--- src/rtl/modbus_func_engine.sv ---
// Modbus RTU slave function engine: validates FC03/04/06 requests, serves register
// reads into the response DPRAM, issues single-register writes and signals completion.
module modbus_func_engine #(
  parameter int N_HOLD     = 4,
  parameter int N_INPUT    = 8,
  parameter int BASE_HOLD  = 1,
  parameter int BASE_INPUT = 1,
  parameter int MAX_QTY    = 125,
  parameter int WR_TIMEOUT = 1024
) (
  input  logic                   clk_in,
  input  logic                   rst_n_in,
  input  logic                   rx_message_done,
  input  logic [7:0]             func_code,
  input  logic [15:0]            addr,
  input  logic [15:0]            data,
  input  logic                   exception_done,
  input  logic [7:0]             exception_in,
  input  logic [N_HOLD*16-1:0]   hold_regs,
  input  logic [N_INPUT*16-1:0]  input_regs,
  output logic                   reg_wen,
  output logic [15:0]            reg_waddr,
  output logic [15:0]            reg_wdat,
  input  logic                   reg_w_done,
  input  logic                   reg_w_status,
  output logic                   dpram_wen,
  output logic [7:0]             dpram_addr,
  output logic [15:0]            dpram_wdata,
  output logic [7:0]             func_code_r,
  output logic [7:0]             tx_quantity,
  output logic [7:0]             exception_out,
  output logic                   busy,
  output logic                   handler_done
);

  localparam int HW = (N_HOLD > 1) ? $clog2(N_HOLD) : 1;
  localparam int IW = (N_INPUT > 1) ? $clog2(N_INPUT) : 1;
  localparam int XW = (HW > IW) ? HW : IW;
  localparam int TW = $clog2(WR_TIMEOUT + 1);
  localparam logic [16:0] HOLD_LO  = 17'(BASE_HOLD);
  localparam logic [16:0] HOLD_END = 17'(BASE_HOLD + N_HOLD);
  localparam logic [16:0] IN_LO    = 17'(BASE_INPUT);
  localparam logic [16:0] IN_END   = 17'(BASE_INPUT + N_INPUT);

  typedef enum logic [2:0] {
    S_IDLE, S_CHECK, S_READ, S_WR_REQ, S_WR_WAIT, S_DONE
  } state_t;

  state_t        r_state;
  logic [7:0]    r_fc;
  logic [15:0]   r_addr;
  logic [15:0]   r_data;
  logic [XW-1:0] r_idx;
  logic [7:0]    r_k;
  logic [TW-1:0] r_tcnt;
  logic          r_reg_wen;
  logic [15:0]   r_reg_waddr;
  logic [15:0]   r_reg_wdat;
  logic          r_dpram_wen;
  logic [7:0]    r_dpram_addr;
  logic [15:0]   r_dpram_wdata;
  logic [7:0]    r_tx_quantity;
  logic [7:0]    r_exception_out;
  logic          r_handler_done;

  logic [15:0] w_hold [N_HOLD];
  logic [15:0] w_in   [N_INPUT];

  genvar gi;
  generate
    for (gi = 0; gi < N_HOLD; gi++) begin : g_hold
      assign w_hold[gi] = hold_regs[16*gi +: 16];
    end
    for (gi = 0; gi < N_INPUT; gi++) begin : g_in
      assign w_in[gi] = input_regs[16*gi +: 16];
    end
  endgenerate

  logic        w_is_rd;
  logic        w_fc_ok;
  logic [16:0] w_lo;
  logic [16:0] w_end;
  logic [16:0] w_last;
  logic        w_qty_ok;
  logic        w_range_ok;
  logic        w_wr_ok;
  logic [15:0] w_rd_word;

  // Range checks use 17-bit arithmetic so addr+qty cannot wrap into the table.
  assign w_is_rd    = (r_fc == 8'h03) || (r_fc == 8'h04);
  assign w_fc_ok    = w_is_rd || (r_fc == 8'h06);
  assign w_lo       = (r_fc == 8'h03) ? HOLD_LO : IN_LO;
  assign w_end      = (r_fc == 8'h03) ? HOLD_END : IN_END;
  assign w_last     = {1'b0, r_addr} + {1'b0, r_data};
  assign w_qty_ok   = (r_data != 16'd0) && (r_data <= 16'(MAX_QTY));
  assign w_range_ok = ({1'b0, r_addr} >= w_lo) && (w_last <= w_end);
  assign w_wr_ok    = ({1'b0, r_addr} >= HOLD_LO) && ({1'b0, r_addr} < HOLD_END);
  assign w_rd_word  = (r_fc == 8'h03) ? w_hold[r_idx[HW-1:0]] : w_in[r_idx[IW-1:0]];

  always_ff @(posedge clk_in or negedge rst_n_in) begin
    if (!rst_n_in) begin
      r_state         <= S_IDLE;
      r_fc            <= 8'd0;
      r_addr          <= 16'd0;
      r_data          <= 16'd0;
      r_idx           <= '0;
      r_k             <= 8'd0;
      r_tcnt          <= '0;
      r_reg_wen       <= 1'b0;
      r_reg_waddr     <= 16'd0;
      r_reg_wdat      <= 16'd0;
      r_dpram_wen     <= 1'b0;
      r_dpram_addr    <= 8'd0;
      r_dpram_wdata   <= 16'd0;
      r_tx_quantity   <= 8'd0;
      r_exception_out <= 8'd0;
      r_handler_done  <= 1'b0;
    end else begin
      r_handler_done <= 1'b0;
      r_reg_wen      <= 1'b0;
      r_dpram_wen    <= 1'b0;
      case (r_state)
        S_IDLE: begin
          if (rx_message_done) begin
            r_fc   <= func_code;
            r_addr <= addr;
            r_data <= data;
          end
          if (exception_done) begin
            if (exception_in != 8'd0) begin
              r_exception_out <= exception_in;
              r_tx_quantity   <= 8'd0;
              r_state         <= S_DONE;
            end else begin
              r_state <= S_CHECK;
            end
          end
        end
        S_CHECK: begin
          r_k    <= 8'd0;
          r_tcnt <= '0;
          r_idx  <= XW'(r_addr - w_lo[15:0]);
          if (!w_fc_ok) begin
            r_exception_out <= 8'h01;
            r_tx_quantity   <= 8'd0;
            r_state         <= S_DONE;
          end else if (w_is_rd && !w_qty_ok) begin
            r_exception_out <= 8'h03;
            r_tx_quantity   <= 8'd0;
            r_state         <= S_DONE;
          end else if ((w_is_rd && !w_range_ok) || (!w_is_rd && !w_wr_ok)) begin
            r_exception_out <= 8'h02;
            r_tx_quantity   <= 8'd0;
            r_state         <= S_DONE;
          end else begin
            r_state <= w_is_rd ? S_READ : S_WR_REQ;
          end
        end
        S_READ: begin
          if (r_k < r_data[7:0]) begin
            r_dpram_wen   <= 1'b1;
            r_dpram_addr  <= r_k;
            r_dpram_wdata <= w_rd_word;
            r_k           <= r_k + 8'd1;
            r_idx         <= r_idx + XW'(1);
          end else begin
            r_tx_quantity   <= r_data[7:0];
            r_exception_out <= 8'd0;
            r_state         <= S_DONE;
          end
        end
        S_WR_REQ: begin
          r_reg_wen   <= 1'b1;
          r_reg_waddr <= r_addr - 16'(BASE_HOLD);
          r_reg_wdat  <= r_data;
          r_state     <= S_WR_WAIT;
        end
        S_WR_WAIT: begin
          if (reg_w_done) begin
            r_exception_out <= reg_w_status ? 8'h04 : 8'h00;
            r_tx_quantity   <= reg_w_status ? 8'd0 : 8'd1;
            r_state         <= S_DONE;
          end else if (r_tcnt == TW'(WR_TIMEOUT - 1)) begin
            r_exception_out <= 8'h04;
            r_tx_quantity   <= 8'd0;
            r_state         <= S_DONE;
          end else begin
            r_tcnt <= r_tcnt + TW'(1);
          end
        end
        S_DONE: begin
          r_handler_done <= 1'b1;
          r_state        <= S_IDLE;
        end
        default: r_state <= S_IDLE;
      endcase
    end
  end

  assign reg_wen       = r_reg_wen;
  assign reg_waddr     = r_reg_waddr;
  assign reg_wdat      = r_reg_wdat;
  assign dpram_wen     = r_dpram_wen;
  assign dpram_addr    = r_dpram_addr;
  assign dpram_wdata   = r_dpram_wdata;
  assign func_code_r   = r_fc;
  assign tx_quantity   = r_tx_quantity;
  assign exception_out = r_exception_out;
  assign busy          = (r_state != S_IDLE);
  assign handler_done  = r_handler_done;

endmodule

--- config.mk ---
export PLATFORM = sky130hd
export DESIGN_NAME = modbus_func_engine
export DESIGN_NICKNAME = d
export VERILOG_FILES = /design/src/rtl/modbus_func_engine.sv
export SDC_FILE = /design/constraint.sdc
export NUM_CORES = 1
export LEC_CHECK = 0
export ABC_CLOCK_PERIOD_IN_PS = 4250
export CELL_PAD_IN_SITES_DETAIL_PLACEMENT = 1
export CELL_PAD_IN_SITES_GLOBAL_PLACEMENT = 1
export CORE_UTILIZATION = 34
export CTS_BUF_LIST = sky130_fd_sc_hd__clkbuf_16
export DETAILED_ROUTE_END_ITERATION = 12
export PLACE_DENSITY_LB_ADDON = 0.1
export SYNTH_ARGS = -nofsm -noshare
export SYNTH_HDL_FRONTEND = slang
export SYNTH_SLANG_ARGS = --single-unit
export TNS_END_PERCENT = 30
--- constraint.sdc ---
create_clock -name clk_in -period 4.25 [get_ports clk_in]
set_input_delay 0.85 -clock clk_in [delete_from_list [all_inputs] [get_ports clk_in]]
set_output_delay 0.85 -clock clk_in [all_outputs]
set_load 0.03 [all_outputs]
# [Word level (Yosys, flattened, before mapping)]
# Cells that the tools add are included.
[op_classes] n_eq_ne=17 reduce_logical=26 muxes=49 n_addsub=5 order_cmp=7 bitwise=2
[ops] operator="$mux 8" n=17
[ops] operator="$mux 16" n=5
[ops] operator="$pmux 8 s4" n=2
[ops] operator="$bmux 16 s3" n=1
[ops] operator="$bmux 16 s2" n=1
[ops] operator="$mux 3" n=10
[ops] operator="$mux 11" n=2
[ops] operator="$pmux 11 s2" n=1
[ops] operator="$add 16x16->17" n=1
[ops] operator="$le 17x4->1" n=1
[ops] operator="$eq 8x3->1 const B" n=2
[ops] operator="$ge 16x1->1 const B" n=1
[ops] operator="$le 16x7->1 const B" n=1
[ops] operator="$lt 16x3->1 const B" n=1
[ops] operator="$pmux 8 s2" n=1
[ops] operator="$reduce_bool 16->1" n=1
[ops] operator="$sub 16x1->16 const B" n=1
[ops] operator="$pmux 3 s5" n=1
[ops] operator="$ne 2x2->1 const B" n=6
[ops] operator="$add 11x1->11 const B" n=1
[ops] operator="$eq 11x10->1 const B" n=1
[ops] operator="$add 8x1->8 const B" n=1
[ops] operator="$eq 8x2->1 const B" n=1
[ops] operator="$lt 8x8->1" n=1
[ops] operator="24 further kinds" n=45
[totals] ff_bits=140 in_bits=246 word_cells=122 out_inout_bits=84

# [Logic depth before layout (Yosys ltp)]
# Gate-level depths: netlist (run 1).
[logic_depth] depth_word=11 depth_mapped=14 ltp_nobuf=13

# [Worst setup path before layout (run 1)]
# No wires, ideal clock.
[synth_timing] path_type="register -> register" from="register r_fc[5] (netlist: func_code_r[5])" to="register r_exception_out[0] (netlist: exception_out[0])" required_ps=4125 setup_ps=125 stages_incl_launch_ff=13 path_slack_ps=356 n_path_buf=1 t_arrival_ps=3769 synth_period_minus_slack_ps=3894 path_cell_list="dfrtp_1 > or4_1 > nor3_1 > clkbuf_1 > inv_1 > ha_1 > o21a_1 > o22ai_1 > and3_1 > nand4_1 > or4_4 > a21o_1 > mux2_4"
[synth_between] elab_chain_cells=9 word_cells_on_any_way=19 classes_between="order compare: 1; eq/ne: 4; mux: 4; reduce/logical: 10"
[synth_lines] item="start: declaration" line_no="50" text="logic [7:0] r_fc;"
[synth_lines] item="start signal: assignment" line_no="125" text="r_fc <= func_code;"
[synth_lines] item="$eq 8x2->1" line_no="90, 93"
[synth_lines] item="$mux 4" line_no="93" text="assign w_end = (r_fc == 8'h03) ? HOLD_END : IN_END;"
[synth_lines] item="$le 17x4->1" line_no="96" text="assign w_range_ok = ({1'b0, r_addr} >= w_lo) && (w_last <= w_end);"
[synth_lines] item="$logic_and 1x1->1" line_no="96"
[synth_lines] item="$logic_not 1->1" line_no="151" text="end else if ((w_is_rd && !w_range_ok) || (!w_is_rd && !w_wr_ok)) begin"
[synth_lines] item="$logic_and 1x1->1" line_no="151"
[synth_lines] item="$logic_or 1x1->1" line_no="151"
[synth_lines] item="$ne 4x4->1 (no source line)"
[synth_lines] item="$reduce_and 6->1 (no source line)"
[synth_lines] item="end signal: assignment" line_no="131" text="r_exception_out <= exception_in;"
[synth_lines] item="end signal: assignment" line_no="180" text="r_exception_out <= reg_w_status ? 8'h04 : 8'h00;"
[synth_lines] item="end: declaration" line_no="63" text="logic [7:0] r_exception_out;"
# Parallel ways exist; a longest one is shown, timed or not.
# A chain may end at the register's enable or synchronous reset.

# [Worst setup path in the final report (run 1)]
[layout_timing] from="register r_addr[0]" to="register r_state[2]"
[layout_between] elab_chain_cells=10 word_cells_on_any_way=15 classes_between="add/sub: 1; order compare: 3; mux: 4; reduce/logical: 7"
[layout_lines] item="start: declaration" line_no="51" text="logic [15:0] r_addr;"
[layout_lines] item="start signal: assignment" line_no="126" text="r_addr <= addr;"
[layout_lines] item="$add 16x16->17" line_no="94" text="assign w_last = {1'b0, r_addr} + {1'b0, r_data};"
[layout_lines] item="$le 17x4->1" line_no="96"
[layout_lines] item="$logic_and 1x1->1" line_no="96"
[layout_lines] item="$logic_not 1->1" line_no="151"
[layout_lines] item="$logic_and 1x1->1" line_no="151"
[layout_lines] item="$logic_or 1x1->1 (*)" line_no="151"
[layout_lines] item="$mux 3 (*)" line_no="151"
[layout_lines] item="$mux 3 (*)" line_no="147" text="end else if (w_is_rd && !w_qty_ok) begin"
[layout_lines] item="$mux 3 (*)" line_no="143" text="if (!w_fc_ok) begin"
[layout_lines] item="$pmux 3 s5 (*)" line_no="122" text="case (r_state)"
[layout_lines] item="end signal: assignment" line_no="156" text="r_state <= w_is_rd ? S_READ : S_WR_REQ;"
[layout_lines] item="end: declaration" line_no="49" text="state_t r_state;"
# Mark *: on every way between the ends. The rest lies on a longest branch, timed or not.

==> results of run 1 <==
## final cells by class
type | count | area [sq um] | area share
Clock inverter | 14 | 185 | 0.0144
Inverter | 20 | 75.1 | 0.00582
Multi-Input combinational cell | 612 | 4880 | 0.379
Tap cell | 324 | 405 | 0.0314
Timing Repair Buffer | 343 | 3400 | 0.264
Clock buffer | 17 | 425 | 0.0330
Antenna cell | 5 | 12.5 | 0.000971
Sequential cell | 140 | 3510 | 0.272
## power by group
group | internal, W | total [W] | leakage [nW] | switching, W
logic | 0.00196 | 0.00415 | 3.36 | 0.00219
clock network | 0.000937 | 0.00158 | 0.295 | 0.000647
registers | 0.00160 | 0.00212 | 1.77 | 0.000520
total | 0.00450 | 0.00785 | 5.42 | 0.00336
## final timing paths
check | slack (ps) | end | start
max | 280 | r_state[2] | r_addr[0]
min | 480 | dpram_wdata[8] | dpram_wdata[8]
max reg2reg | 280 | r_state[2] | r_addr[0]
min reg2reg | 480 | dpram_wdata[8] | dpram_wdata[8]
max in group asynchronous | 2810 | func_code_r[1] | rst_n_in
min in group asynchronous | 490 | reg_waddr[11] | rst_n_in
## worst max-delay path: stages (launching register included)
cell	delay (ps)
dfrtp_1	450
ha_1	270
fa_1	430
a21o_1	230
a311oi_2	480
nor4_1	100
a21oi_1	130
or4b_1	460
or4_4	570
nand2_1	480
o21ai_0	200
## stage by stage
step                hold slack, ps  utilization
global route                   500        0.524
detailed placement             471        0.499
CTS                            485        0.523
floorplan                      486            -
finish                         479        0.524
global placement               462        0.499
## cells by family (layout without fill, tap and decap cells)
| group | count (synthesis) | in the layout | share of synthesized area |
|---|---|---|---|
| AND/OR/NAND/NOR | 247 | 247 | 0.137 |
| AO/OA/AOI/OAI | 185 | 185 | 0.133 |
| adder cells (fa/ha/maj) | 31 | 31 | 0.0459 |
| buffers and inverters | 66 | 394 | 0.0298 |
| multiplexers | 120 | 120 | 0.218 |
| XOR/XNOR | 29 | 29 | 0.0295 |
| flip-flops | 140 | 140 | 0.407 |
| other | 0 | 5 | 0 |
## sequential cells by signal, summed over array words and instances (netlist names), 3 cells and up
signal         flops
r_idx              3
exception_out      8
r_tcnt            11
r_k                8
r_state            3
dpram_addr         8
r_addr            16
tx_quantity        8
reg_waddr         16
reg_wdat          16
dpram_wdata       16
func_code_r        8
r_data            16
## synth_stat cells, drive strengths merged (3+ instances only)
cell type    n  area share
inv         20      0.0087
nand4        7      0.0051
or4          7      0.0065
buf          7      0.0041
nand2b       6      0.0044
and2         5      0.0036
a31oi        6      0.0044
o21a         5      0.0044
ha          30       0.044
xor2        14       0.014
a211oi       4      0.0035
a21oi       43       0.026
a31o        14       0.014
nand3       11      0.0064
a22oi        3      0.0026
nor4b        3      0.0031
o22ai        3      0.0022
xnor2       15       0.015
nor2b        8      0.0058
nor3        21       0.012
mux4        48        0.13
nor4         7      0.0051
nand2       85       0.037
mux2        53       0.070
or3          6      0.0044
dfrtp      140        0.41
nor2        59       0.026
clkbuf      39       0.017
a21o        11      0.0096
mux2i       19       0.022
and3        14       0.010
o21ai       73       0.042
## metal layers
metal / up-vias / GRT usage / wire length, um
met3: 46 / 0.0781 / 2350
met2: 279 / 0.454 / 17200
li1: 3669 / - / -
met1: 3967 / 0.349 / 15000
met5: - / 0 / 65
met4: 10 / 0.0986 / 701
==> results.toml, run 1 <==
[clock_network]
cts-resized-gates = 0
cts.sinks = 140
cts_tree = "yes"
cts_setup_buffers = 0
clock-root-buffer = "clkbuf_16"
cts_buffer_depth = 2
clkTransAtPathRegs_ps = 70
cts_max_level = 4
cts_buffers = 17
cts_hold_buf = 0
clock_latency_ps = 430

[hold_path]
hold_depth = 2
hp-class = "reg2reg"

[yosys]
synth_top_flop_cell = "dfrtp_1"
synthCells = 818
synth-edff-count = 0
synthArstFlopShare = 1.00
ys_seq_elements = 140
synth_nets = 1095
avgSynthCellArea_sq_um = 10.5
syn-cell-area_sq_um = 8620
synth_warnings = 0
yosysSeqAreaShare = 0.407
ys_types = 64

[floorplan]
rows = 57
start_util = 0.350
chipWidth_um = 161
dieHeight_um = 161
coreArea_sq_um = 24600
ios = 330
dieArea_sq_um = 26000

[routing]
firstDrtPassIters = 4
ant_nets = 0
viasPerCell = 5.40
wl_per_cell_um = 23.9
drc = 0
wl_mm = 35.3
num_vias = 7971
drt_iter0_drc = 392

[power]
irDropWorstVdd_v = 0.000321
power.density_nw_per_um2 = 609
p_leak_nw = 5.42
post-layout-total-power_w = 0.00785

[worst_setup_path]
cp.required_ps = 4510
critPathKind = "reg2reg"
r2r_cells = 10
crit_fanout = 14
crit_path_end_kind = "register"
cp-start-kind = "register"
crit_arrival_ps = 4230

[placement]
gp_congestion = 0.915
placed_cells = 1439
placed_area_sq_um = 12300
place_hpwl_mm = 28.1
io_buffers = 329
dpl_worst_slack_ps = 390

[final_layout]
stdcell_area_sq_um = 12900
final_cell_mix = "328 x clkdlybuf4s50_1, 138 x dfrtp_1, 85 x nand2_1, 67 x o21ai_0, 58 x nor2_1"
fillCellCount = 2687
finish.net_count = 1411
final_common_cell = "clkdlybuf4s50_1"
layout-drive-gt1-share = 0.141
synthToLayoutAreaGrowth_pct = 49.6
fin_cells = 1475

[timing]
tightest_slew_ps = 1060
setup_viol_count_final = 0
fmax_mhz = 252
max_slew_margin = 0.291
final_hold_viol_count = 0
min_period_over_period = 0.935
rsz0062_at_grt = "no"
worst_slack_ps = 276
drv_slew = 0
finalClockSkew_ps = 12.5
setup_tns_ps = 0
period_needed_ps = 3970

[run]
maxCapViolations = 0

[run_status]
status = "finished clean"

[global_routing]
grt_pass1_wl_mm = 52.9
grt_overflow = 0
grt_pass1_vias = 8491
grt_max_degree = 91
antenna_found_initial = 10
grt_usage = 0.277
(Power assumes the default switching activity.)
==> run 2: changes to the inputs <==
CORE_ASPECT_RATIO = 1.4   (was unset)
==> run 2 against run 1 <==
- clock-buffer cell count stayed put
- fmax is 4.3% higher
- sequential share of layout area is 0.11 points higher
- critical path depth stayed put
- final area is 0.41% lower
- clock skew is 3.4 ps lower
- core utilization is 0.54 points lower
- wire length is 5.1% lower
- flip-flop and latch count stayed put
==> results.toml, run 2 (same netlist as run 1, synthesis figures left out) <==
[floorplan]
coreArea_sq_um = 24800
start_util = 0.348
dieHeight_um = 190
rows = 68
ios = 330
chipWidth_um = 137
dieArea_sq_um = 26000

[timing]
fmax_mhz = 263
setup_viol_count_final = 0
rsz0062_at_grt = "no"
tightest_slew_ps = 977
setup_tns_ps = 0
drv_slew = 0
final_hold_viol_count = 0
max_slew_margin = 0.349
period_needed_ps = 3810
finalClockSkew_ps = 9.11
min_period_over_period = 0.896

[global_routing]
grt_pass1_vias = 8763
grt_usage = 0.271
grt_max_degree = 95
grt_pass1_wl_mm = 51.3
grt_overflow = 0
antenna_found_initial = 4

[worst_setup_path]
cp-endpoint = "r_state[2]"
critPathTopFamily = "simple AND/OR/NAND/NOR gates"
path_cells = "ha_1 > fa_1 > a21o_1 > a311o_1 > o21ai_1 > a221oi_1 > or4b_1 > or4_4 > nand2_1 > o21ai_0"
r2r_start = "r_addr[0]"
crit_path_end_kind = "register"
crit_buf_inv = 0
cp.required_ps = 4530
crit_fanout = 14
slowest_stage = "or4_4"
startpoint = "r_addr[0]"
crit_cells = 10
critPathKind = "reg2reg"
critPathMaxStageDelay_ps = 580
cp-start-kind = "register"
r2r-end = "r_state[2]"
r2r_cells = 10
r2r_slack_ps = 440
crit_arrival_ps = 4090

[routing]
viasPerCell = 5.36
num_vias = 7826
ant_nets = 0
wl_per_cell_um = 22.9
firstDrtPassIters = 5
drt_iter0_drc = 272
wl_mm = 33.5
drc = 0

[clock_network]
cts_buffer_depth = 2
clock_latency_ps = 440
cts-resized-gates = 0
cts_tree = "yes"
cts_max_level = 4
cts_setup_buffers = 0
clock-root-buffer = "clkbuf_16"
clkTransAtPathRegs_ps = 70
cts_buffers = 17
cts_hold_buf = 0
cts.sinks = 140

[final_layout]
final_cell_mix = "328 x clkdlybuf4s50_1, 138 x dfrtp_1, 85 x nand2_1, 67 x o21ai_0, 58 x nor2_1"
final_common_cell = "clkdlybuf4s50_1"
layout-drive-gt1-share = 0.137
finish.net_count = 1406
synthToLayoutAreaGrowth_pct = 49.0

[placement]
io_buffers = 329
gp_congestion = 0.859
place_hpwl_mm = 26.9

[power]
p_leak_nw = 5.40
post-layout-total-power_w = 0.00778
power.density_nw_per_um2 = 606
irDropWorstVdd_v = 0.000320

[run]
maxCapViolations = 0

[run_status]
status = "finished clean"

[hold_path]
hp-class = "reg2reg"
[run 2: changes by cell type in the layout (fill, tap and decap cells not counted), sizes merged]
cell,previous run,this run
buf,15,10
clkinv,2,5
clkinvlp,2,0
diode,5,4
[run 2: layout make-up]
type                            instances  area, sq um
Inverter                               20         75.1
Sequential cell                       140         3510
Tap cell                              315          394
Multi-Input combinational cell        612         4880
Antenna cell                            4         10.0
Fill cell                            2708        11900
Clock buffer                           17          425
Clock inverter                         15          184
Timing Repair Buffer                  338         3360
[run 2: worst min-delay path by stage]
stage / from / endpoint / slack, ps / cells past startpoint
finish: reg_waddr[11] / reg_waddr[11] / 480 / 2
CTS: reg_waddr[10] / reg_waddr[10] / 490 / 2
global placement: dpram_wdata[15] / dpram_wdata[15] / 460 / 2
global route: dpram_wdata[8] / dpram_wdata[8] / 500 / 2
floorplan: r_tcnt[1] / r_tcnt[1] / 490 / 2
detailed placement: reg_waddr[10] / reg_waddr[10] / 470 / 2
[run 2: where the power goes]
group          switching, W  total [W]  internal [W]
logic               0.00212    0.00405       0.00193
registers          0.000546    0.00215       0.00160
clock network      0.000653    0.00159      0.000934
total               0.00332    0.00778       0.00447
[run 2: layer usage]
| layer | vias to the layer above | GRT usage | wire length [um] |
|---|---|---|---|
| met2 | 249 | 0.507 | 18300 |
| met1 | 3853 | 0.276 | 12100 |
| li1 | 3661 | - | - |
| met5 | - | 0 | 0 |
| met4 | 0 | 0.129 | 1370 |
| met3 | 63 | 0.0680 | 1780 |
[run 2: through the flow]
step           setup WS, ps  std cells  hold WS, ps  utilization  instance area [sq um]
3_3_place_gp            461       1425          462        0.494                  12200
3_5_place_dp            428       1425          470        0.494                  12200
6_report                442       1461          476        0.519                  12800
5_1_grt                 277       1460          505        0.518                  12800
2_1_floorplan           356        818          486            -                   8620
4_1_cts                 414       1457          485        0.518                  12800
[run 2: worst register-to-register path, delay by kind of cell, from the launching register on]
family / cells / cell delay [ps]
AO/OA/AOI/OAI: 5 / 950
AND/OR/NAND/NOR: 3 / 1570
adder cells (fa/ha/maj): 2 / 700
flip-flops: 1 / 440
==> run 3: changes to the inputs <==
GPL_TIMING_DRIVEN = 0   (was unset)
SETUP_SLACK_MARGIN = 0.2   (was unset)
==> run 3 against run 2 <==
- final area increased by 1.4%
- critical path depth unchanged
- clock power up 4%
- critical path type unchanged
- worst hold slack got worse by 98 ps
- highest routed layer is now met5
==> results.toml, run 3 (same netlist as run 1, synthesis figures left out) <==
[run_status]
status = "finished clean"

[power]
irDropWorstVdd_v = 0.000322
p_leak_nw = 5.46
power.density_nw_per_um2 = 613

[floorplan]
dieHeight_um = 190
coreArea_sq_um = 24800
chipWidth_um = 137
start_util = 0.348
ios = 330
dieArea_sq_um = 26000
rows = 68

[clock_network]
cts_buffers = 17
cts_hold_buf = 0
clkTransAtPathRegs_ps = 70
cts_tree = "yes"
clock_latency_ps = 440
cts.sinks = 140
clock-root-buffer = "clkbuf_16"
cts_buffer_depth = 2
cts_max_level = 4

[final_layout]
final_cell_mix = "328 x clkdlybuf4s50_1, 139 x dfrtp_1, 84 x nand2_1, 68 x o21ai_0, 59 x nor2_1"
fin_util = 0.526
synthToLayoutAreaGrowth_pct = 51.0
stdcell_area_sq_um = 13000
final_common_cell = "clkdlybuf4s50_1"
layout-drive-gt1-share = 0.129
finish.net_count = 1445

[worst_setup_path]
crit_arrival_ps = 4220
r2r_start = "r_data[0]"
crit_fanout = 6
crit_path_end_kind = "register"
cp-start-kind = "register"
critPathKind = "reg2reg"
r2r-end = "exception_out[0]"
r2r_cells = 10
r2r_slack_ps = 360
cp.required_ps = 4570

[global_routing]
grt_pass1_wl_mm = 53.9
antenna_found_initial = 5
grt_pass1_vias = 9157
grt_max_degree = 83
grt_overflow = 0
grt_usage = 0.286

[routing]
wl_mm = 35.3
num_vias = 8116
viasPerCell = 5.41
drc = 0
ant_nets = 0
wl_per_cell_um = 23.5
drt_iter0_drc = 274
firstDrtPassIters = 4

[placement]
placed_area_sq_um = 12300
io_buffers = 329
gp_congestion = 0.868
place_hpwl_mm = 28.7
dpl_worst_slack_ps = -636

[timing]
max_slew_margin = 0.349
drv_slew = 0
worst_slack_ps = 357
fmax_mhz = 257
final_hold_viol_count = 0
setup_viol_count_final = 0
setup_tns_ps = 0
whs_ps = 378
finalClockSkew_ps = 11.5
tightest_slew_ps = 977
period_needed_ps = 3890
min_period_over_period = 0.916
rsz0062_at_grt = "no"

[run]
maxCapViolations = 0

[hold_path]
hp-class = "in2async"
-- run 3: critical path, cell delays in order (launching register included) --
cell and delay, ps:
dfrtp_2 520, ha_1 270, fa_1 440, a21o_1 240, a311o_1 390, o21ai_1 120, a221oi_1 110, or4b_1 560
or4_4 580, a21o_1 250, mux2_4 300
-- run 3: worst max path at each step --
stage,cells after the start,endpoint,start,slack [ps]
6_report,10,exception_out[0],r_data[0],360
5_1_grt,12,exception_out[0],func_code_r[4],260
4_1_cts,11,tx_quantity[2],r_data[0],250
3_5_place_dp,13,r_state[2],func_code_r[4],-640
3_3_place_gp,1,r_tcnt[7],rst_n_in,-3540
2_1_floorplan,12,exception_out[0],func_code_r[5],360
-- run 3: final cells by class --
type	count	area, sq um
Sequential cell	140	3500
Clock inverter	15	219
Timing Repair Buffer	331	3330
Inverter	20	75.1
Multi-Input combinational cell	612	4870
Antenna cell	3	7.51
Fill cell	2742	11700
Tap cell	315	394
Buffer	46	188
Clock buffer	17	425
-- run 3: per-stage QoR --
stage / power, W / instances
floorplan: 0.00482 / 818
global placement: 0.00623 / 1462
detailed placement: 0.00633 / 1463
CTS: 0.00804 / 1496
global route: 0.00849 / 1498
finish: 0.00798 / 1499
-- run 3: repair_timing --
action	CTS	global route
cloned	0	0
buffers inserted	1	0
setup endpoints to repair	19	12
pin swaps	1	0
resized for setup	4	4
-- run 3: power by group --
part           total (W)  switching (W)  internal, W
registers        0.00198       0.000382      0.00160
clock network    0.00165       0.000688     0.000959
logic            0.00435        0.00238      0.00197
total            0.00798        0.00345      0.00453
-- run 3: metal layers --
layer	part of all wire	wire length [um]	up-vias	track usage
li1	-	-	3753	-
met2	0.54	19100	280	0.520
met4	0.049	1730	4	0.161
met1	0.35	12500	4005	0.292
met5	0.00077	27	-	0
met3	0.056	1960	74	0.0758
